==> src/rtl/sd4_align_sched.sv <==
// SD4 exponent-alignment sequencer: buffers one group of partial products,
// tracks the group max exponent, then issues entries to one shared aligner.
module sd4_align_sched #(
    parameter int N  = 9,
    parameter int EW = 5,
    parameter int PW = 5
) (
    input  logic          clk_i,
    input  logic          rst_ni,
    input  logic          in_valid_i,
    output logic          in_ready_o,
    input  logic [EW-1:0] in_exp_i,
    input  logic [PW-1:0] in_pp_i,
    output logic          align_valid_o,
    input  logic          align_ready_i,
    output logic [PW-1:0] align_pp_o,
    output logic [EW-1:0] align_exp_o,
    output logic [EW-1:0] align_exp_max_o,
    output logic [3:0]    align_shift_o,
    output logic [3:0]    align_idx_o,
    output logic          align_last_o,
    output logic          group_done_o
);

    typedef enum logic {
        LOAD,
        ISSUE
    } state_e;

    localparam logic [EW-1:0]        EXP_MIN = {1'b1, {(EW-1){1'b0}}};
    localparam logic [3:0]           LAST    = 4'(N-1);
    localparam logic signed [EW:0]   SAT     = (EW+1)'(15);

    state_e        state_q;
    logic [3:0]    wr_cnt_q;
    logic [3:0]    rd_cnt_q;
    logic [EW-1:0] exp_max_q;
    logic [PW-1:0] pp_q  [N];
    logic [EW-1:0] exp_q [N];

    logic          in_ready_q;
    logic          align_valid_q;
    logic [PW-1:0] align_pp_q;
    logic [EW-1:0] align_exp_q;
    logic [EW-1:0] align_exp_max_q;
    logic [3:0]    align_shift_q;
    logic [3:0]    align_idx_q;
    logic          align_last_q;
    logic          group_done_q;

    logic [EW-1:0] exp_max_d;
    logic [3:0]    rd_nxt;

    // Negative differences only arise from zero-magnitude entries.
    function automatic logic [3:0] sat_shift(input logic [EW-1:0] mx,
                                             input logic [EW-1:0] e);
        logic signed [EW:0] diff;
        diff = $signed({mx[EW-1], mx}) - $signed({e[EW-1], e});
        if (diff[EW] || diff > SAT) return 4'hf;
        return diff[3:0];
    endfunction

    always_comb begin
        exp_max_d = exp_max_q;
        if (state_q == LOAD && in_valid_i && (|in_pp_i[PW-2:0]) &&
            ($signed(in_exp_i) > $signed(exp_max_q)))
            exp_max_d = in_exp_i;
    end

    assign rd_nxt = rd_cnt_q + 4'd1;

    always_ff @(posedge clk_i or negedge rst_ni) begin
        if (!rst_ni) begin
            state_q         <= LOAD;
            wr_cnt_q        <= '0;
            rd_cnt_q        <= '0;
            exp_max_q       <= EXP_MIN;
            for (int i = 0; i < N; i++) begin
                pp_q[i]  <= '0;
                exp_q[i] <= '0;
            end
            in_ready_q      <= 1'b1;
            align_valid_q   <= 1'b0;
            align_pp_q      <= '0;
            align_exp_q     <= '0;
            align_exp_max_q <= EXP_MIN;
            align_shift_q   <= '0;
            align_idx_q     <= '0;
            align_last_q    <= 1'b0;
            group_done_q    <= 1'b0;
        end else begin
            group_done_q <= 1'b0;
            unique case (state_q)
                LOAD: begin
                    if (in_valid_i) begin
                        pp_q[wr_cnt_q]  <= in_pp_i;
                        exp_q[wr_cnt_q] <= in_exp_i;
                        exp_max_q       <= exp_max_d;
                        if (wr_cnt_q == LAST) begin
                            state_q         <= ISSUE;
                            wr_cnt_q        <= '0;
                            rd_cnt_q        <= '0;
                            in_ready_q      <= 1'b0;
                            align_valid_q   <= 1'b1;
                            align_pp_q      <= pp_q[0];
                            align_exp_q     <= exp_q[0];
                            align_exp_max_q <= exp_max_d;
                            align_shift_q   <= sat_shift(exp_max_d, exp_q[0]);
                            align_idx_q     <= '0;
                            align_last_q    <= 1'b0;
                        end else begin
                            wr_cnt_q <= wr_cnt_q + 4'd1;
                        end
                    end
                end
                ISSUE: begin
                    if (align_ready_i) begin
                        if (align_last_q) begin
                            state_q         <= LOAD;
                            rd_cnt_q        <= '0;
                            exp_max_q       <= EXP_MIN;
                            in_ready_q      <= 1'b1;
                            align_valid_q   <= 1'b0;
                            align_exp_max_q <= EXP_MIN;
                            align_last_q    <= 1'b0;
                            group_done_q    <= 1'b1;
                        end else begin
                            rd_cnt_q      <= rd_nxt;
                            align_pp_q    <= pp_q[rd_nxt];
                            align_exp_q   <= exp_q[rd_nxt];
                            align_shift_q <= sat_shift(exp_max_q, exp_q[rd_nxt]);
                            align_idx_q   <= rd_nxt;
                            align_last_q  <= (rd_nxt == LAST);
                        end
                    end
                end
                default: state_q <= LOAD;
            endcase
        end
    end

    assign in_ready_o      = in_ready_q;
    assign align_valid_o   = align_valid_q;
    assign align_pp_o      = align_pp_q;
    assign align_exp_o     = align_exp_q;
    assign align_exp_max_o = align_exp_max_q;
    assign align_shift_o   = align_shift_q;
    assign align_idx_o     = align_idx_q;
    assign align_last_o    = align_last_q;
    assign group_done_o    = group_done_q;

endmodule

==> config.mk <==
export PLATFORM = sky130hd
export DESIGN_NAME = sd4_align_sched
export DESIGN_NICKNAME = d
export VERILOG_FILES = /design/src/rtl/sd4_align_sched.sv
export SDC_FILE = /design/constraint.sdc
export NUM_CORES = 1
export LEC_CHECK = 0
export BUFFER_PORTS_ARGS = -buffer_cell sky130_fd_sc_hd__buf_2
export CAP_MARGIN = 15
export CORE_MARGIN = 3
export CORE_UTILIZATION = 48
export CTS_CLUSTER_SIZE = 20
export DETAILED_ROUTE_END_ITERATION = 16
export PLACE_DENSITY = 0.65
export REMOVE_ABC_BUFFERS = 1
export SLEW_MARGIN = 25
export SYNTH_ARGS = -nofsm -noshare
export SYNTH_HDL_FRONTEND = slang
export SYNTH_SLANG_ARGS = --single-unit
==> constraint.sdc <==
create_clock -name clk_i -period 3.7 [get_ports clk_i]
set_input_delay 0.185 -clock clk_i [delete_from_list [all_inputs] [get_ports clk_i]]
set_output_delay 0.185 -clock clk_i [all_outputs]
set_load 0.05 [all_outputs]
# --- Word-level counts from Yosys, hierarchy flattened ---
# Index checks and enable logic that the tools add are counted.
op_classes:
  add_sub_neg: 4
  bitwise: 3
  reduce_logical: 12
  eq_ne: 7
  mul: 0
  magnitude_cmp: 6
  n_div: 0
  n_mux: 75
  shift: 0
op_table:
  columns: ["cell", "n"]
  rows:
  - ["two-way mux 5 bit", 19]
  - ["bitwise mux 45 bit", 2]
  - ["two-way mux 4 bit", 15]
  - ["binary-select mux 5 bit (select 4 bit)", 2]
  - ["one-hot mux 5 bit (2 select lines)", 4]
  - ["two-way mux 1 bit", 25]
  - ["one-hot mux 4 bit (2 select lines)", 3]
  - ["demux 5 bit (select 4 bit)", 1]
  - ["> comparator 6 x 5 -> 1 bit (second input constant)", 2]
  - ["subtractor 5 x 5 -> 6 bit", 2]
  - [">= comparator 5 bit (second input constant)", 2]
  - ["NOT 4 -> 5 bit", 2]
  - ["adder 4 x 1 -> 4 bit (second input constant)", 2]
  - ["equality test 4 bit (second input constant)", 2]
  - ["one-hot mux 1 bit (2 select lines)", 4]
  - ["AND reduction 4 bit", 2]
  - ["!= test 2 bit (second input constant)", 3]
  - ["AND reduction 3 bit", 2]
  - ["> comparator 5 bit", 1]
  - ["less-than comparator 5 x 1 -> 1 bit (second input constant)", 1]
  - ["logical AND 1 bit", 4]
  - ["!= test 2 x 1 -> 1 bit (second input constant)", 2]
  - ["OR reduction 4 bit", 1]
  - ["logical OR 1 bit", 2]
  - ["other kinds (2)", 2]
totals:
  wordCells: 138
  out_inout_bits: 27
  ram_bits: 0
  romBits: 0
  memories: 0
  latchBits: 0
  reg_bits: 131
  input_bits: 14

# --- Logic depth before layout (Yosys ltp) ---
# Gate-level depths: netlist of the first run.
logic_depth:
  depth_word: 16
  mapped_depth: 15
  mapped_depth_nobuf: 14

# --- Worst setup path before layout of the first run ---
# Ideal clock, no wire load.
synth_path:
  path_kind: "reg-to-reg"
  startpoint: "reg rd_cnt_q[1]"
  endpoint: "reg align_shift_q[3] (netlist: align_shift_o[3])"
  arrival_ps: 3152
  synth_period_minus_slack_ps: 3234
  setup_ps: 83
  t_required_ps: 3617
  stages_incl_launch_ff: 15
  path_slack_ps: 466
  path_cell_list: "dfrtp_1 > ha_1 > nor3b_1 > a31oi_1 > nor3b_1 > buf_2 > a21o_1 > ha_1 > inv_1 > fa_1 > a21oi_1 > nor3_1 > a211oi_1 > o22ai_1 > o21ai_0"
synth_between:
  elab_chain_cells: 16
synth_lines:
  columns: ["item", "line", "source"]
  rows:
  - ["start, declared", "36", "logic [3:0] rd_cnt_q;"]
  - ["start signal, assigned", "128", "rd_cnt_q <= rd_nxt;"]
  - ["adder 4 x 1 -> 4 bit *", "70", "assign rd_nxt = rd_cnt_q + 4'd1;"]
  - ["NOT 4 -> 5 bit (implied by the code) *", "131", "align_shift_q <= sat_shift(exp_max_q, exp_q[rd_nxt]);"]
  - ["binary-select mux 5 bit (select 4 bit) *", "131", null]
  - ["two-way mux 5 bit (implied by the code) * (2 in a row)", "131", null]
  - ["subtractor 5 x 5 -> 6 bit *", "58", "diff = $signed({mx[EW-1], mx}) - $signed({e[EW-1], e});"]
  - ["> comparator 6 x 5 -> 1 bit", "59", "if (diff[EW] || diff > SAT) return 4'hf;"]
  - ["logical OR 1 bit", "59", null]
  - ["two-way mux 1 bit", "59", null]
  - ["two-way mux 1 bit", "118", "if (align_last_q) begin"]
  - ["two-way mux 1 bit", "117", "if (align_ready_i) begin"]
  - ["two-way mux 1 bit", "93", "unique case (state_q)"]
  - ["two-way mux 4 bit *", "60", "return diff[3:0];"]
  - ["two-way mux 4 bit *", "118", null]
  - ["two-way mux 4 bit *", "117", null]
  - ["one-hot mux 4 bit (2 select lines) *", "93", null]
  - ["end signal, assigned", "108", "align_shift_q <= sat_shift(exp_max_d, exp_q[0]);"]
  - ["end signal, assigned", "131", null]
  - ["end, declared", "46", "logic [3:0] align_shift_q;"]
# Every way passes the cells marked *; elsewhere a longest branch is shown, timed or not. The select of a mux whose other input is x is not followed.
# A chain may end at the register's enable or synchronous reset.

# --- Worst setup path after layout of the first run ---
layout_path:
  startpoint: "reg exp_max_q[4]"
  endpoint: "reg align_shift_q[3] (netlist: align_shift_o[3])"
layout_between:
  elab_chain_cells: 14
  word_cells_on_any_way: 24
layout_lines:
  columns: ["item", "line", "source"]
  rows:
  - ["start, declared", "37", "logic [EW-1:0] exp_max_q;"]
  - ["start signal, assigned", "98", "exp_max_q <= exp_max_d;"]
  - ["> comparator 5 bit", "66", "($signed(in_exp_i) > $signed(exp_max_q)))"]
  - ["logical AND 1 bit", "65", "if (state_q == LOAD && in_valid_i && (|in_pp_i[PW-2:0]) &&"]
  - ["two-way mux 5 bit", "65", null]
  - ["subtractor 5 x 5 -> 6 bit", "58", null]
  - ["> comparator 6 x 5 -> 1 bit", "59", null]
  - ["logical OR 1 bit", "59", null]
  - ["two-way mux 1 bit", "59", null]
  - ["two-way mux 1 bit", "99", "if (wr_cnt_q == LAST) begin"]
  - ["two-way mux 1 bit", "95", "if (in_valid_i) begin"]
  - ["two-way mux 1 bit", "93", null]
  - ["two-way mux 4 bit", "60", null]
  - ["two-way mux 4 bit", "99", null]
  - ["two-way mux 4 bit", "95", null]
  - ["one-hot mux 4 bit (2 select lines) *", "93", null]
# Marks and branches as above.

==> impl_metrics.py, run 1 <==
metrics = {
    "place": {
        "finalWeightedCongestion": 0.842,
        "postPlaceCellArea_um2": 6900,
        "dp_hpwl_um": 10300,
        "port_buffers": 40,
    },
    "grt": {
        "grt_first_pass_wirelength_um": 25200,
        "antenna_found_initial": 0,
        "grt_max_degree": 72,
        "track_usage_pct": 22.5,
        "grt_pass1_vias": 4660,
        "overflow": 0,
    },
    "detailed_routing": {
        "viasPerCell": 5.77,
        "drt_wl_total_um": 15500,
        "wire_per_inst_um": 20.0,
        "detail-route-antenna-nets": 0,
        "drtPass1Iterations": 6,
        "drt_iter0_drc": 311,
        "drc": 0,
        "highest_layer": "met4",
        "wl_met1_um": 6860,
        "wl_met3_um": 630,
        "met2WireLength_um": 7760,
        "vias": 4460,
    },
    "cells_and_area": {
        "regArea_um2": 3280,
        "final_area_um2": 7510,
        "final_nets": 626,
        "drive_gt1_share_pct": 32.9,
        "final_common_cell": "dfrtp_1",
        "areaGrowthSynthToFinish_pct": 15.2,
        "multiInputGateArea_um2": 3020,
        "antenna_cells": 0,
        "layout_common_cells": "dfrtp_1, mux2_2, nand2_1",
        "num-fill-cells": 1047,
        "final_core_util_pct": 58.1,
    },
    "floorplan": {
        "die_area_um2": 15000,
        "die_x_um": 123,
        "start_util_pct": 50.4,
        "num_rows": 41,
        "die_y_um": 123,
        "io_pins": 41,
        "core-area_um2": 12900,
    },
    "synthesis": {
        "avgSynthCellArea_um2": 11.9,
        "synth_compound_area_share_pct": 9.38,
        "yosys.area_share.simple_pct": 8.12,
        "yosysUniqueCellTypes": 47,
        "async_flop_share_pct": 100,
        "ys_ff_latch": 131,
        "synth_top_family_by_area": "multiplexers",
        "muxShareOfSynthArea_pct": 22.9,
        "postSynthCellCount": 547,
        "synth_edf_count": 0,
        "ys.flop_type": "dfrtp_1",
        "synth-xor-area-share_pct": 1.07,
        "synth-seq-area-share_pct": 50.3,
        "synth_warnings": 0,
        "syn-cell-area_um2": 6520,
        "synthAdderAreaFrac_pct": 4.64,
    },
    "cts": {
        "post-cts-setup-buffers": 0,
        "cts.sinks": 131,
        "clockRootBuffer": "clkbuf_16",
        "numCtsBuffers": 17,
        "path_clk_slew_ns": 0.06,
        "cts_buffer_depth": 2,
        "worst_skew_pair.late_latency_ns": 0.41,
        "htreeDepth": 4,
        "cts_tree": "done",
    },
    "timing": {
        "clock.fmax_mhz": 287,
        "period_share_pct": 94.0,
        "period_minus_slack_ns": 3.48,
        "worst_pin_slew_ns": 0.908,
        "hold_viol_final": 0,
        "holdWs_ns": 0.0719,
        "grt_setup_unrepaired": "false",
        "drv_slew": 0,
        "setup-violations-final": 0,
        "clock_skew_ns": 0.00719,
        "relSlewSlack_pct": 39.4,
    },
    "run": {
        "drv_cap": 0,
    },
    "power": {
        "p_leak_nw": 3.55,
        "powerDensity_nw_per_um2": 1010,
        "ir_worst_vdd_uv": 342,
    },
    "hold_path": {
        "hp-start": "in_pp_i[2]",
        "hold_depth": 3,
        "hp-class": "in -> reg",
        "holdPathEnd": "pp_q[2]",
    },
    "critical_path": {
        "cp.required_ns": 4.02,
        "setup.worst_path.start_class": "register",
        "crit_arrival_ns": 3.80,
        "cp_max_fo": 5,
        "worstSetupEndpointType": "register",
        "timing.rr.end": "align_shift_o[3]",
        "timing.rr.start": "exp_max_q[4]",
        "r2r_cells": 14,
        "path_class": "reg -> reg",
        "r2r_slack_ns": 0.22,
    },
    "outcome": {
        "outcome": "finished, final reports clean",
    },
}
## report_power, final
part | internal, W | total [W] | switching, W
Clock | 0.00103 | 0.00163 | 0.000604
Combinational | 0.00150 | 0.00346 | 0.00196
Sequential | 0.00208 | 0.00249 | 0.000406
Total | 0.00461 | 0.00758 | 0.00297
## worst max-delay path, cell delays in order (launching register included)
cell,delay (ns)
dfstp_2,0.54
inv_1,0.05
ha_1,0.32
nand2_1,0.06
o221ai_1,0.24
o21a_2,0.25
mux2i_2,0.26
ha_1,0.19
inv_1,0.05
fa_1,0.40
a21oi_1,0.22
nor4b_1,0.11
a221oi_2,0.38
o22ai_1,0.12
o21ai_0,0.19
## state kept, by name (all words and copies together) (netlist names), 4 cells and up
name	count
align_exp_max_o	5
align_exp_o	5
align_idx_o	4
align_pp_o	5
align_shift_o	4
exp_max_q	5
exp_q	45
pp_q	45
rd_cnt_q	4
wr_cnt_q	4
## routing by layer
layer	up-vias	global-route usage (%)
met4	0	8.54
met1	2299	29.8
li1	2052	-
met5	-	0
met3	15	4.93
met2	94	36.7
## cell usage after synthesis, types with 3 or more instances
master    count  share of area (%)
o21a_1        3               0.35
nor2_1       16               0.92
buf_2         8               0.61
dfstp_2       3                1.2
a221oi_1      6               0.81
mux2_2       83                 14
nand3b_1      4               0.46
clkbuf_1     23                1.3
a21oi_1      17                1.3
mux2_4        3               0.69
a22o_1       10                1.3
dfrtp_1     128                 49
nand2b_1      5               0.48
inv_1        23                1.3
mux4_2       20                6.9
o22ai_1       4               0.38
o21ai_0      35                2.7
a211oi_1      7               0.81
xnor2_1       3               0.40
xor2_1        5               0.67
ha_1         21                4.0
nand2_1      78                4.5
mux2i_1       6               0.92
nor3_1        3               0.23
## cell families after synthesis
| kind of cell | after synthesis |
|---|---|
| XOR/XNOR | 8 |
| buffers and inverters | 56 |
| flip-flops | 131 |
| adder cells (fa/ha/maj) | 23 |
| multiplexers | 112 |
| AO/OA/AOI/OAI | 96 |
| AND/OR/NAND/NOR | 121 |
## through the flow
| step | power (W) | std cells | setup slack, ns | TNS (ns) |
|---|---|---|---|---|
| finish | 0.00758 | 773 | 0.221 | 0 |
| global route | 0.00809 | 773 | 0.0128 | 0 |
| CTS | 0.00759 | 773 | 0.00448 | 0 |
| detailed placement | 0.00592 | 741 | 0.0523 | 0 |
| global placement | 0.00579 | 741 | 0.235 | 0 |
| floorplan | 0.00497 | 514 | -0.738 | -2.87 |
## worst max path at each step
stage,startpoint,endpoint,cells after the start
final,exp_max_q[4],align_shift_o[3],14
after global routing,exp_max_q[4],align_shift_o[2],14
after CTS,exp_max_q[4],align_shift_o[3],14
after detailed placement,exp_max_q[4],align_shift_o[3],14
after global placement,rd_cnt_q[1],align_shift_o[3],13
after floorplan,rd_cnt_q[0],align_shift_o[3],11
## repair_timing
item                                   CTS  global route
setup endpoints to repair                0             4
resized for setup                        0             4
hold buffers                             1             0
endpoints found under the hold margin   67             0
## final cells by class
cell class	count	share of cell area, %
clock inverters	7	0.966
flip-flops and latches	131	43.7
multi-input cells	360	40.2
clock buffers	24	6.81
repair buffers	56	4.33
well taps	172	2.87
inverters	23	1.15
(Power assumes the default switching activity.)
==> inputs of run 2 (changes only) <==
--- a/config.mk
+++ b/config.mk
@@ -7,6 +7,7 @@
 export LEC_CHECK = 0
 export BUFFER_PORTS_ARGS = -buffer_cell sky130_fd_sc_hd__buf_2
 export CAP_MARGIN = 15
+export CORE_ASPECT_RATIO = 1.4
 export CORE_MARGIN = 3
 export CORE_UTILIZATION = 48
 export CTS_CLUSTER_SIZE = 20
==> impl_metrics.py, run 2 (synthesis results as in run 1) <==
metrics = {
    "critical_path": {
        "crit_arrival_ns": 3.73,
        "r2r_cells": 13,
        "path_class": "reg -> reg",
        "worst-path-buf-inv": 2,
        "cpPeakStageDelay_ns": 0.54,
        "cp.required_ns": 4.03,
        "worstSetupEndpointType": "register",
        "critPathTopFamily": "compound AO/OA/AOI/OAI gates",
        "setup.worst_path.start_class": "register",
        "worst-path-stages": 13,
        "cp_max_fo": 9,
        "crit_slowest_cell": "dfstp_2",
        "crit_chain": "inv_1, ha_1, nand4_1, o211a_1, o21a_1, buf_4, mux2_4, fa_1, a21oi_1, nor4b_1, a221oi_2, o22ai_1, o21ai_0",
    },
    "place": {
        "finalWeightedCongestion": 0.846,
        "port_buffers": 40,
        "dp_hpwl_um": 10600,
        "place_inst": 745,
    },
    "cells_and_area": {
        "reg.largest.list": "exp_q x45, pp_q x45",
        "num-fill-cells": 1061,
        "final-instance-count-excl-fill": 778,
        "layout_common_cells": "dfrtp_1, mux2_2, nand2_1",
        "final_common_cell": "dfrtp_1",
        "areaGrowthSynthToFinish_pct": 16.2,
        "antenna_cells": 0,
        "final_nets": 624,
        "drive_gt1_share_pct": 32.2,
    },
    "power": {
        "sw_frac_of_total_pct": 38.0,
        "powerDensity_nw_per_um2": 1030,
        "p_leak_nw": 3.57,
        "ir_worst_vdd_uv": 377,
        "internal-power_w": 0.00483,
        "clkPwrFrac_pct": 23.5,
        "seqPwrFrac_pct": 32.1,
        "power_frac_comb_pct": 44.4,
        "p_sw_w": 0.00296,
    },
    "cts": {
        "numCtsBuffers": 17,
        "cts_buffer_depth": 2,
        "cts_tree": "done",
        "cts.sinks": 131,
        "clockRootBuffer": "clkbuf_16",
        "htreeDepth": 4,
        "path_clk_slew_ns": 0.06,
        "worst_skew_pair.late_latency_ns": 0.41,
    },
    "grt": {
        "antenna_found_initial": 0,
        "grt_pass1_vias": 4860,
        "grt_max_degree": 69,
        "track_usage_pct": 22.1,
        "overflow": 0,
        "grt_first_pass_wirelength_um": 25500,
    },
    "detailed_routing": {
        "detail-route-antenna-nets": 0,
        "wire_per_inst_um": 20.1,
        "drtPass1Iterations": 4,
        "drt_wl_total_um": 15700,
        "drt_iter0_drc": 214,
        "viasPerCell": 5.76,
        "vias": 4481,
        "drc": 0,
    },
    "timing": {
        "grt_setup_unrepaired": "false",
        "fin_tns_setup_ns": 0,
        "clock_skew_ns": 0.00639,
        "setup-violations-final": 0,
        "hold_viol_final": 0,
        "clock.fmax_mhz": 294,
        "period_share_pct": 92.0,
        "relSlewSlack_pct": 43.3,
        "period_minus_slack_ns": 3.40,
        "drv_slew": 0,
        "worst_pin_slew_ns": 0.848,
    },
    "outcome": {
        "outcome": "finished, final reports clean",
    },
    "floorplan": {
        "io_pins": 41,
        "start_util_pct": 49.9,
        "num_rows": 49,
        "die_y_um": 144,
        "die_area_um2": 15000,
        "core-area_um2": 13100,
        "die_x_um": 105,
    },
    "hold_path": {
        "hp-class": "in -> reg",
        "hold_depth": 3,
    },
    "run": {
        "drv_cap": 0,
    },
}
[run 2: through the flow]
| stage | area [um2] | total power (W) | util, % | hold slack, ns | setup WS [ns] |
|---|---|---|---|---|---|
| 2_1_floorplan | 6370 | 0.00497 | - | -0.111 | -0.738 |
| 3_3_place_gp | 6910 | 0.00580 | 52.9 | 0.311 | 0.294 |
| 3_5_place_dp | 6910 | 0.00595 | 52.9 | 0.340 | 0.176 |
| 4_1_cts | 7560 | 0.00781 | 57.9 | 0.0614 | 0.162 |
| 5_1_grt | 7580 | 0.00828 | 58.0 | 0.0981 | 0.00487 |
| 6_report | 7580 | 0.00779 | 58.0 | 0.0732 | 0.295 |
[run 2: path summary, 6_finish.rpt]
check                              endpoint         start  slack [ns]
min in group asynchronous       wr_cnt_q[2]        rst_ni        0.43
hold / removal                      pp_q[4]    in_pp_i[4]        0.07
setup / recovery           align_shift_o[2]  exp_max_q[4]        0.30
max in group asynchronous      exp_max_q[4]        rst_ni        2.42
setup reg to reg           align_shift_o[2]  exp_max_q[4]        0.30
hold reg to reg                  in_ready_o    in_ready_o        0.45
[run 2: worst register-to-register path, cell delays in order (launching register included)]
cell	delay, ns
dfstp_2	0.54
inv_1	0.06
ha_1	0.33
nand4_1	0.13
o211a_1	0.25
o21a_1	0.14
buf_4	0.18
mux2_4	0.33
fa_1	0.44
a21oi_1	0.19
nor4b_1	0.08
a221oi_2	0.37
o22ai_1	0.14
o21ai_0	0.14
[run 2: layout make-up]
| type | count | area (um2) | area share, % |
|---|---|---|---|
| inverters | 23 | 86.3 | 1.14 |
| repair buffers | 54 | 323 | 4.26 |
| multi-input cells | 360 | 3020 | 39.8 |
| flip-flops and latches | 131 | 3280 | 43.3 |
| well taps | 178 | 223 | 2.94 |
| clock buffers | 23 | 468 | 6.18 |
| clock inverters | 9 | 176 | 2.33 |
[run 2: power by group through the flow]
stage | logic (W) | registers [W] | clock network [W]
finish | 0.00346 | 0.00250 | 0.00183
global route | 0.00378 | 0.00257 | 0.00193
CTS | 0.00346 | 0.00249 | 0.00186
detailed placement | 0.00344 | 0.00251 | 0
global placement | 0.00333 | 0.00246 | 0
floorplan | 0.00207 | 0.00290 | 0
[run 2: routing by layer]
| layer | GRT usage (%) | up-vias | wire length (um) |
|---|---|---|---|
| li1 | - | 2044 | - |
| met1 | 25.7 | 2287 | 6440 |
| met2 | 39.3 | 117 | 8190 |
| met3 | 4.09 | 33 | 640 |
| met4 | 11.1 | 0 | 401 |
| met5 | 0 | - | 0 |
[run 2: repair_timing]
| action | CTS | global route |
|---|---|---|
| hold buffers | 1 | 0 |
| endpoints found under the setup margin | 0 | 4 |
| gates resized for setup | 0 | 3 |
| hold endpoints to repair | 63 | 0 |
| buffers inserted | 0 | 0 |
